`config.mk`:
```
export PLATFORM = sky130hd
export DESIGN_NAME = regfile_sb_flat
export DESIGN_NICKNAME = d
export VERILOG_FILES = /design/src/rtl/regfile_sb_if.sv /design/src/rtl/regfile_sb.sv /design/src/flat_wrapper.sv
export SDC_FILE = /design/constraint.sdc
export NUM_CORES = 2
export LEC_CHECK = 0
export BUFFER_PORTS_ARGS = -buffer_cell sky130_fd_sc_hd__clkbuf_2
export CORE_MARGIN = 2
export CORE_UTILIZATION = 30
export DETAILED_ROUTE_END_ITERATION = 10
export GPL_TIMING_DRIVEN = 0
export PLACE_DENSITY_LB_ADDON = 0.12
export SLEW_MARGIN = 25
export SYNTH_ARGS = -nofsm -noshare
export SYNTH_HDL_FRONTEND = slang
export SYNTH_SLANG_ARGS = --single-unit
export TNS_END_PERCENT = 10
```
`constraint.sdc`:
```
create_clock -name clk -period 8.1 [get_ports clk]
set_clock_uncertainty 0.05 [all_clocks]
set_input_delay 0.81 -clock clk [delete_from_list [all_inputs] [get_ports clk]]
set_output_delay 0.81 -clock clk [all_outputs]
set_load 0.01 [all_outputs]
```
`src/rtl/regfile_sb_if.sv`:
```
// Register file port bundle: two read ports with busy, writeback, issue/flush, status.
// master = decode/issue/writeback side, slave = the register file.
interface regfile_sb_if #(
    parameter int XLEN  = 32,
    parameter int NREGS = 32
);
    localparam int AW = $clog2(NREGS);

    logic            ready;
    logic [AW-1:0]   rs1_addr;
    logic [AW-1:0]   rs2_addr;
    logic [XLEN-1:0] rs1_rdata;
    logic [XLEN-1:0] rs2_rdata;
    logic            rs1_busy;
    logic            rs2_busy;
    logic            wr_en;
    logic [AW-1:0]   wr_addr;
    logic [XLEN-1:0] wr_data;
    logic            issue_en;
    logic [AW-1:0]   issue_rd;
    logic            flush;
    logic [AW:0]     busy_cnt;

    modport master (
        input  ready, rs1_rdata, rs2_rdata, rs1_busy, rs2_busy, busy_cnt,
        output rs1_addr, rs2_addr, wr_en, wr_addr, wr_data, issue_en, issue_rd, flush
    );

    modport slave (
        output ready, rs1_rdata, rs2_rdata, rs1_busy, rs2_busy, busy_cnt,
        input  rs1_addr, rs2_addr, wr_en, wr_addr, wr_data, issue_en, issue_rd, flush
    );
endinterface

```
`src/rtl/regfile_sb.sv`:
```
// Pipelined-core register file with same-cycle write bypass, per-register busy
// scoreboard, and a post-reset zeroing sweep so the data array carries no reset.

// One scoreboard bit: issue (set) dominates flush/writeback (clr).
module regfile_sb_cell (
    input  logic clk,
    input  logic rst,
    input  logic set,
    input  logic clr,
    output logic busy,
    output logic busy_nxt
);
    assign busy_nxt = set | (busy & ~clr);

    always_ff @(posedge clk or posedge rst) begin
        if (rst) busy <= 1'b0;
        else     busy <= busy_nxt;
    end
endmodule

module regfile_sb #(
    parameter int XLEN     = 32,
    parameter int NREGS    = 32,
    parameter int BYPASS   = 1,
    parameter int ZERO_REG = 1
) (
    input  logic         clk,
    input  logic         rst,
    regfile_sb_if.slave  bus
);
    localparam int AW    = $clog2(NREGS);
    localparam int NPORT = 2;

    typedef enum logic {S_INIT, S_RUN} state_t;

    state_t                      state;
    logic [AW-1:0]               sweep_idx;
    logic                        ready_q;
    logic                        run;
    logic                        wr_valid;

    logic [NREGS-1:0][XLEN-1:0]  mem;
    logic [NREGS-1:0]            busy;
    logic [NREGS-1:0]            busy_nxt;
    logic [NREGS-1:0]            set;
    logic [NREGS-1:0]            clr;
    logic [NREGS-1:0]            wr_hit;
    logic [AW:0]                 cnt_nxt;
    logic [AW:0]                 busy_cnt_q;

    logic [NPORT-1:0][AW-1:0]    rs_addr;
    logic [NPORT-1:0][XLEN-1:0]  rs_rdata;
    logic [NPORT-1:0]            rs_busy;

    assign run      = (state == S_RUN);
    assign wr_valid = run && bus.wr_en && !((ZERO_REG != 0) && (bus.wr_addr == '0));

    // Sweep FSM: one zero-write per cycle, RUN/ready on the edge writing the last index.
    always_ff @(posedge clk or posedge rst) begin
        if (rst) begin
            state     <= S_INIT;
            sweep_idx <= '0;
            ready_q   <= 1'b0;
        end else begin
            case (state)
                S_INIT: begin
                    sweep_idx <= sweep_idx + 1'b1;
                    if (sweep_idx == AW'(NREGS - 1)) begin
                        state   <= S_RUN;
                        ready_q <= 1'b1;
                    end
                end
                default: ;
            endcase
        end
    end

    // Data array deliberately has no reset; the sweep supplies the zeros.
    always_ff @(posedge clk) begin
        if (!run)          mem[sweep_idx]   <= '0;
        else if (wr_valid) mem[bus.wr_addr] <= bus.wr_data;
    end

    for (genvar r = 0; r < NREGS; r++) begin : g_reg
        localparam bit HARD0 = (ZERO_REG != 0) && (r == 0);

        assign wr_hit[r] = wr_valid && (bus.wr_addr == AW'(r));
        assign set[r]    = !HARD0 && run && bus.issue_en && (bus.issue_rd == AW'(r));
        assign clr[r]    = run && (bus.flush || wr_hit[r]);

        regfile_sb_cell u_cell (
            .clk      (clk),
            .rst      (rst),
            .set      (set[r]),
            .clr      (clr[r]),
            .busy     (busy[r]),
            .busy_nxt (busy_nxt[r])
        );
    end

    always_comb begin
        cnt_nxt = '0;
        for (int i = 0; i < NREGS; i++)
            cnt_nxt = cnt_nxt + {{AW{1'b0}}, busy_nxt[i]};
    end

    always_ff @(posedge clk or posedge rst) begin
        if (rst) busy_cnt_q <= '0;
        else     busy_cnt_q <= cnt_nxt;
    end

    assign rs_addr[0] = bus.rs1_addr;
    assign rs_addr[1] = bus.rs2_addr;

    // A write landing this cycle both forwards its data and hides the busy bit it retires.
    for (genvar p = 0; p < NPORT; p++) begin : g_port
        logic byp;
        always_comb begin
            byp         = 1'b0;
            rs_rdata[p] = '0;
            rs_busy[p]  = 1'b0;
            if (run && !((ZERO_REG != 0) && (rs_addr[p] == '0))) begin
                byp         = (BYPASS != 0) && wr_hit[rs_addr[p]];
                rs_rdata[p] = byp ? bus.wr_data : mem[rs_addr[p]];
                rs_busy[p]  = busy[rs_addr[p]] && !byp;
            end
        end
    end

    assign bus.ready     = ready_q;
    assign bus.rs1_rdata = rs_rdata[0];
    assign bus.rs2_rdata = rs_rdata[1];
    assign bus.rs1_busy  = rs_busy[0];
    assign bus.rs2_busy  = rs_busy[1];
    assign bus.busy_cnt  = busy_cnt_q;
endmodule
```
`src/flat_wrapper.sv`:
```
// flat-port wrapper written by rule: the top's interface ports become plain ports
module regfile_sb_flat 
#(
    parameter int XLEN     = 32,
    parameter int NREGS    = 32,
    parameter int BYPASS   = 1,
    parameter int ZERO_REG = 1
)
  (clk, rst, bus_ready, bus_rs1_rdata, bus_rs2_rdata, bus_rs1_busy, bus_rs2_busy, bus_busy_cnt, bus_rs1_addr, bus_rs2_addr, bus_wr_en, bus_wr_addr, bus_wr_data, bus_issue_en, bus_issue_rd, bus_flush);
  regfile_sb_if #(.XLEN(XLEN), .NREGS(NREGS)) bus_i ();
  input  logic clk;
  input  logic rst;
  output wire logic [$bits(bus_i.ready)-1:0] bus_ready;
  output wire logic [$bits(bus_i.rs1_rdata)-1:0] bus_rs1_rdata;
  output wire logic [$bits(bus_i.rs2_rdata)-1:0] bus_rs2_rdata;
  output wire logic [$bits(bus_i.rs1_busy)-1:0] bus_rs1_busy;
  output wire logic [$bits(bus_i.rs2_busy)-1:0] bus_rs2_busy;
  output wire logic [$bits(bus_i.busy_cnt)-1:0] bus_busy_cnt;
  input wire logic [$bits(bus_i.rs1_addr)-1:0] bus_rs1_addr;
  input wire logic [$bits(bus_i.rs2_addr)-1:0] bus_rs2_addr;
  input wire logic [$bits(bus_i.wr_en)-1:0] bus_wr_en;
  input wire logic [$bits(bus_i.wr_addr)-1:0] bus_wr_addr;
  input wire logic [$bits(bus_i.wr_data)-1:0] bus_wr_data;
  input wire logic [$bits(bus_i.issue_en)-1:0] bus_issue_en;
  input wire logic [$bits(bus_i.issue_rd)-1:0] bus_issue_rd;
  input wire logic [$bits(bus_i.flush)-1:0] bus_flush;
  assign bus_ready = bus_i.ready;
  assign bus_rs1_rdata = bus_i.rs1_rdata;
  assign bus_rs2_rdata = bus_i.rs2_rdata;
  assign bus_rs1_busy = bus_i.rs1_busy;
  assign bus_rs2_busy = bus_i.rs2_busy;
  assign bus_busy_cnt = bus_i.busy_cnt;
  assign bus_i.rs1_addr = bus_rs1_addr;
  assign bus_i.rs2_addr = bus_rs2_addr;
  assign bus_i.wr_en = bus_wr_en;
  assign bus_i.wr_addr = bus_wr_addr;
  assign bus_i.wr_data = bus_wr_data;
  assign bus_i.issue_en = bus_issue_en;
  assign bus_i.issue_rd = bus_issue_rd;
  assign bus_i.flush = bus_flush;
  regfile_sb #(.XLEN(XLEN), .NREGS(NREGS), .BYPASS(BYPASS), .ZERO_REG(ZERO_REG)) u_core (.clk(clk), .rst(rst), .bus(bus_i));
endmodule
```
==> results.json <==
{
  "postSynthCellCount": 4423,
  "drc": 0,
  "hpwl_um": 219400,
  "rrSetupSlack_ps": 340,
  "avgRoutedWirePerCell_um": 35.82,
  "p_per_area_mw_per_mm2": 189.2,
  "grtUsageTotal_pct": 25.43,
  "post_cts_buffers": 0,
  "yosys.area.top_type": "edfxtp_1",
  "design_area_mm2": 0.07219,
  "reg2reg_from": "u_core.run",
  "yosys_warnings": 0,
  "worst_pin_slew_ps": 1200,
  "grt_pass1_wl_um": 373400,
  "max_slew_margin_pct": 19.70,
  "clockBufferDepth": 3,
  "period_share_pct": 95.80,
  "crit_type": "register to register",
  "drt_first_pass_iters": 5,
  "cp.required_ps": 8730,
  "hold_viol": 0,
  "rsz0062_at_grt": "no",
  "worstPathArrival_ps": 8400,
  "synthDistinctLibCells": 57,
  "drt-total-wl_um": 273100,
  "max-cap-violations": 0,
  "fin_worst_hold_slack_ps": 470.9,
  "num_rows": 167,
  "cts.sinks": 1069,
  "place.gp.congestion": 1.009,
  "period_needed_ps": 7760,
  "die_y_um": 460.9,
  "crit_path_start": "u_core.run",
  "cts.clk_slew.worst_paths_ps": 60,
  "core_area_mm2": 0.2073,
  "drive_gt1_share_pct": 24.68,
  "fillCellCount": 20450,
  "hold_path_class": "register to register",
  "areaGrowthSynthToFinish_pct": 15.27,
  "power.leakage_nw": 20.94,
  "ant_nets": 0,
  "crit_path_start_kind": "register",
  "crit_fanout": 10,
  "avgSynthCellArea_um2": 14.16,
  "ys_ff_latch": 1069,
  "avgViaCountPerCell": 5.932,
  "num_vias": 45229,
  "clkLatencyLatePin_ps": 810,
  "port_buffers": 123,
  "cts_buffers": 137,
  "cts_tree": "done",
  "grt_pass1_vias": 44190,
  "grt_overflow": 0,
  "status": "finished, final reports clean",
  "synth_edf_count": 1024,
  "drtIter0Drc": 5372,
  "fmax_mhz": 128.9,
  "seq_area_frac_synth_pct": 50.90,
  "hp-start": "u_core.bus.ready",
  "fin_nets": 4811,
  "end_kind": "register",
  "die_width_um": 460.9,
  "slew_violations": 0,
  "synth_top_area_share_pct": 49.10,
  "ys.flop_type": "edfxtp_1",
  "irDropWorstVdd_uv": 235.3,
  "place_area_mm2": 0.06761,
  "setup_viol": 0,
  "grt_max_degree": 46,
  "htreeDepth": 4,
  "start_util_pct": 30.21,
  "synth_area_mm2": 0.06263,
  "cts-root-buf": "clkbuf_16",
  "fp.dieArea_mm2": 0.2124,
  "synthTopCellsByArea": "edfxtp_1 (49%), mux4_2 (20%), a22o_1 (10%)",
  "antenna_found_initial": 19,
  "ys_async_sr_fraction_pct": 4.210,
  "ioPinCount": 130,
  "synth_nets": 4517
}
[Yosys cell counts, drive strengths merged, types with 10 or more instances]
master and number:
mux2i 161, mux4 562, a32o 28, buf 152, fa 24, dfrtp 45
inv 54, mux2 38, a22oi 64, o22ai 34, a211oi 33, or3 33
nor2b 53, edfxtp 1024, a22o 738, ha 13, o21ai 326, clkbuf 364
nand3 11, nor2 39, nand2 491, xnor2 10, and2 39, a31oi 16
a21oi 18
[through the flow]
stage / power [mW] / util (%) / setup TNS, ps / setup WS, ps / instances
after CTS: 13.74 / 34.80 / 0 / 127.3 / 7608
after detailed placement: 7.393 / 32.62 / -570.1 / -354.5 / 7364
after global routing: 13.98 / 34.81 / 0 / 176.7 / 7612
after global placement: 7.377 / 32.19 / -3303 / -887.1 / 7334
final: 13.66 / 34.83 / 0 / 339.8 / 7625
after floorplan: 6.850 / - / 0 / 1372 / 4423
[worst max-delay path, cell delays in order (launching register included)]
cell,delay [ps]
dfrtp_1,560
clkbuf_1,570
clkbuf_1,850
nand2_1,280
clkbuf_1,350
a32o_1,380
ha_1,300
inv_1,70
fa_1,430
fa_1,510
fa_1,430
fa_1,500
fa_1,510
inv_1,50
fa_1,470
inv_1,50
fa_1,410
fa_1,480
inv_1,80
a21o_1,120
a21oi_1,70
xnor2_1,140
[layout make-up]
cell class / instances / area [µm²] / area share, %
tap: 2788 / 3488 / 4.832
antenna: 16 / 40.04 / 0.05546
clock buffer: 166 / 3767 / 5.219
inverter: 55 / 211.5 / 0.2929
buffer: 516 / 2283 / 3.163
sequential: 1069 / 31880 / 44.16
timing repair buffer: 155 / 1275 / 1.766
multi-input combinational: 2783 / 28500 / 39.48
clock inverter: 77 / 745.7 / 1.033
[kinds of logic after synthesis]
group           Yosys count  synth area share [%]
buf+inv                 571                 3.952
xor+xnor                 13                0.1938
compound gates         1269                 15.53
fa+ha+maj                37                 1.027
mux                     761                 23.47
simple gates            703                 4.931
flops                  1069                 50.90
[flip-flops by register name (all words and copies together), names as in the netlist]
signal	flops
u_core.bus.ready	1
u_core.g.u_cell.busy	32
u_core.sweep_idx	5
u_core.mem	1024
u_core.run	1
u_core.bus.busy_cnt	6
[power breakdown]
group / switching, mW / internal, mW
combinational: 0.817 / 0.377
clock: 2.64 / 3.72
sequential: 0.0495 / 6.05
total: 3.51 / 10.1
[per-layer routing]
layer  vias to the layer above  track usage (%)  share of wire (%)
li1                      18774                -                  -
met1                     24192            35.31                 43
met2                      1935            39.64                 46
met3                       328            4.587                7.1
met4                         0            9.422                3.9
met5                         -                0                  0
[path summary, 6_finish.rpt]
kind | to | depth (start not counted)
min in group asynchronous | u_core.g_reg[12].u_cell.busy | 4
hold / removal | u_core.bus.ready | 1
max in group asynchronous | u_core.g_reg[28].u_cell.busy | 4
setup / recovery | u_core.bus.busy_cnt[4] | 21
hold reg to reg | u_core.bus.ready | 1
setup reg to reg | u_core.bus.busy_cnt[4] | 21
[placed cells by master, fill, tap and decap left out, types with 11 or more instances in the layout]
master	count
a211oi_1	33
a21oi_1	16
a22o_1	738
a22oi_1	64
a32o_1	28
and2_1	38
buf_1	26
buf_12	25
buf_2	91
buf_4	12
buf_6	20
bufinv_16	13
clkbuf_1	371
clkbuf_16	145
clkbuf_2	132
clkinv_1	27
clkinv_2	23
dfrtp_1	45
diode_2	16
edfxtp_1	1024
fa_1	24
ha_1	13
inv_1	52
mux2_2	38
mux2i_1	161
mux4_2	562
nand2_1	462
nand2_2	25
nand3_1	11
nor2_1	23
nor2_2	16
nor2b_1	53
o21ai_0	294
o21ai_2	29
o22ai_1	34
or3_1	33
[what timing repair did]
item,in CTS,in global routing
resized for setup,0,3
hold buffers,1,0
endpoints found under the hold margin,45,0
endpoints found under the setup margin,0,1
Note: power is estimated with default switching activity, not from simulation.
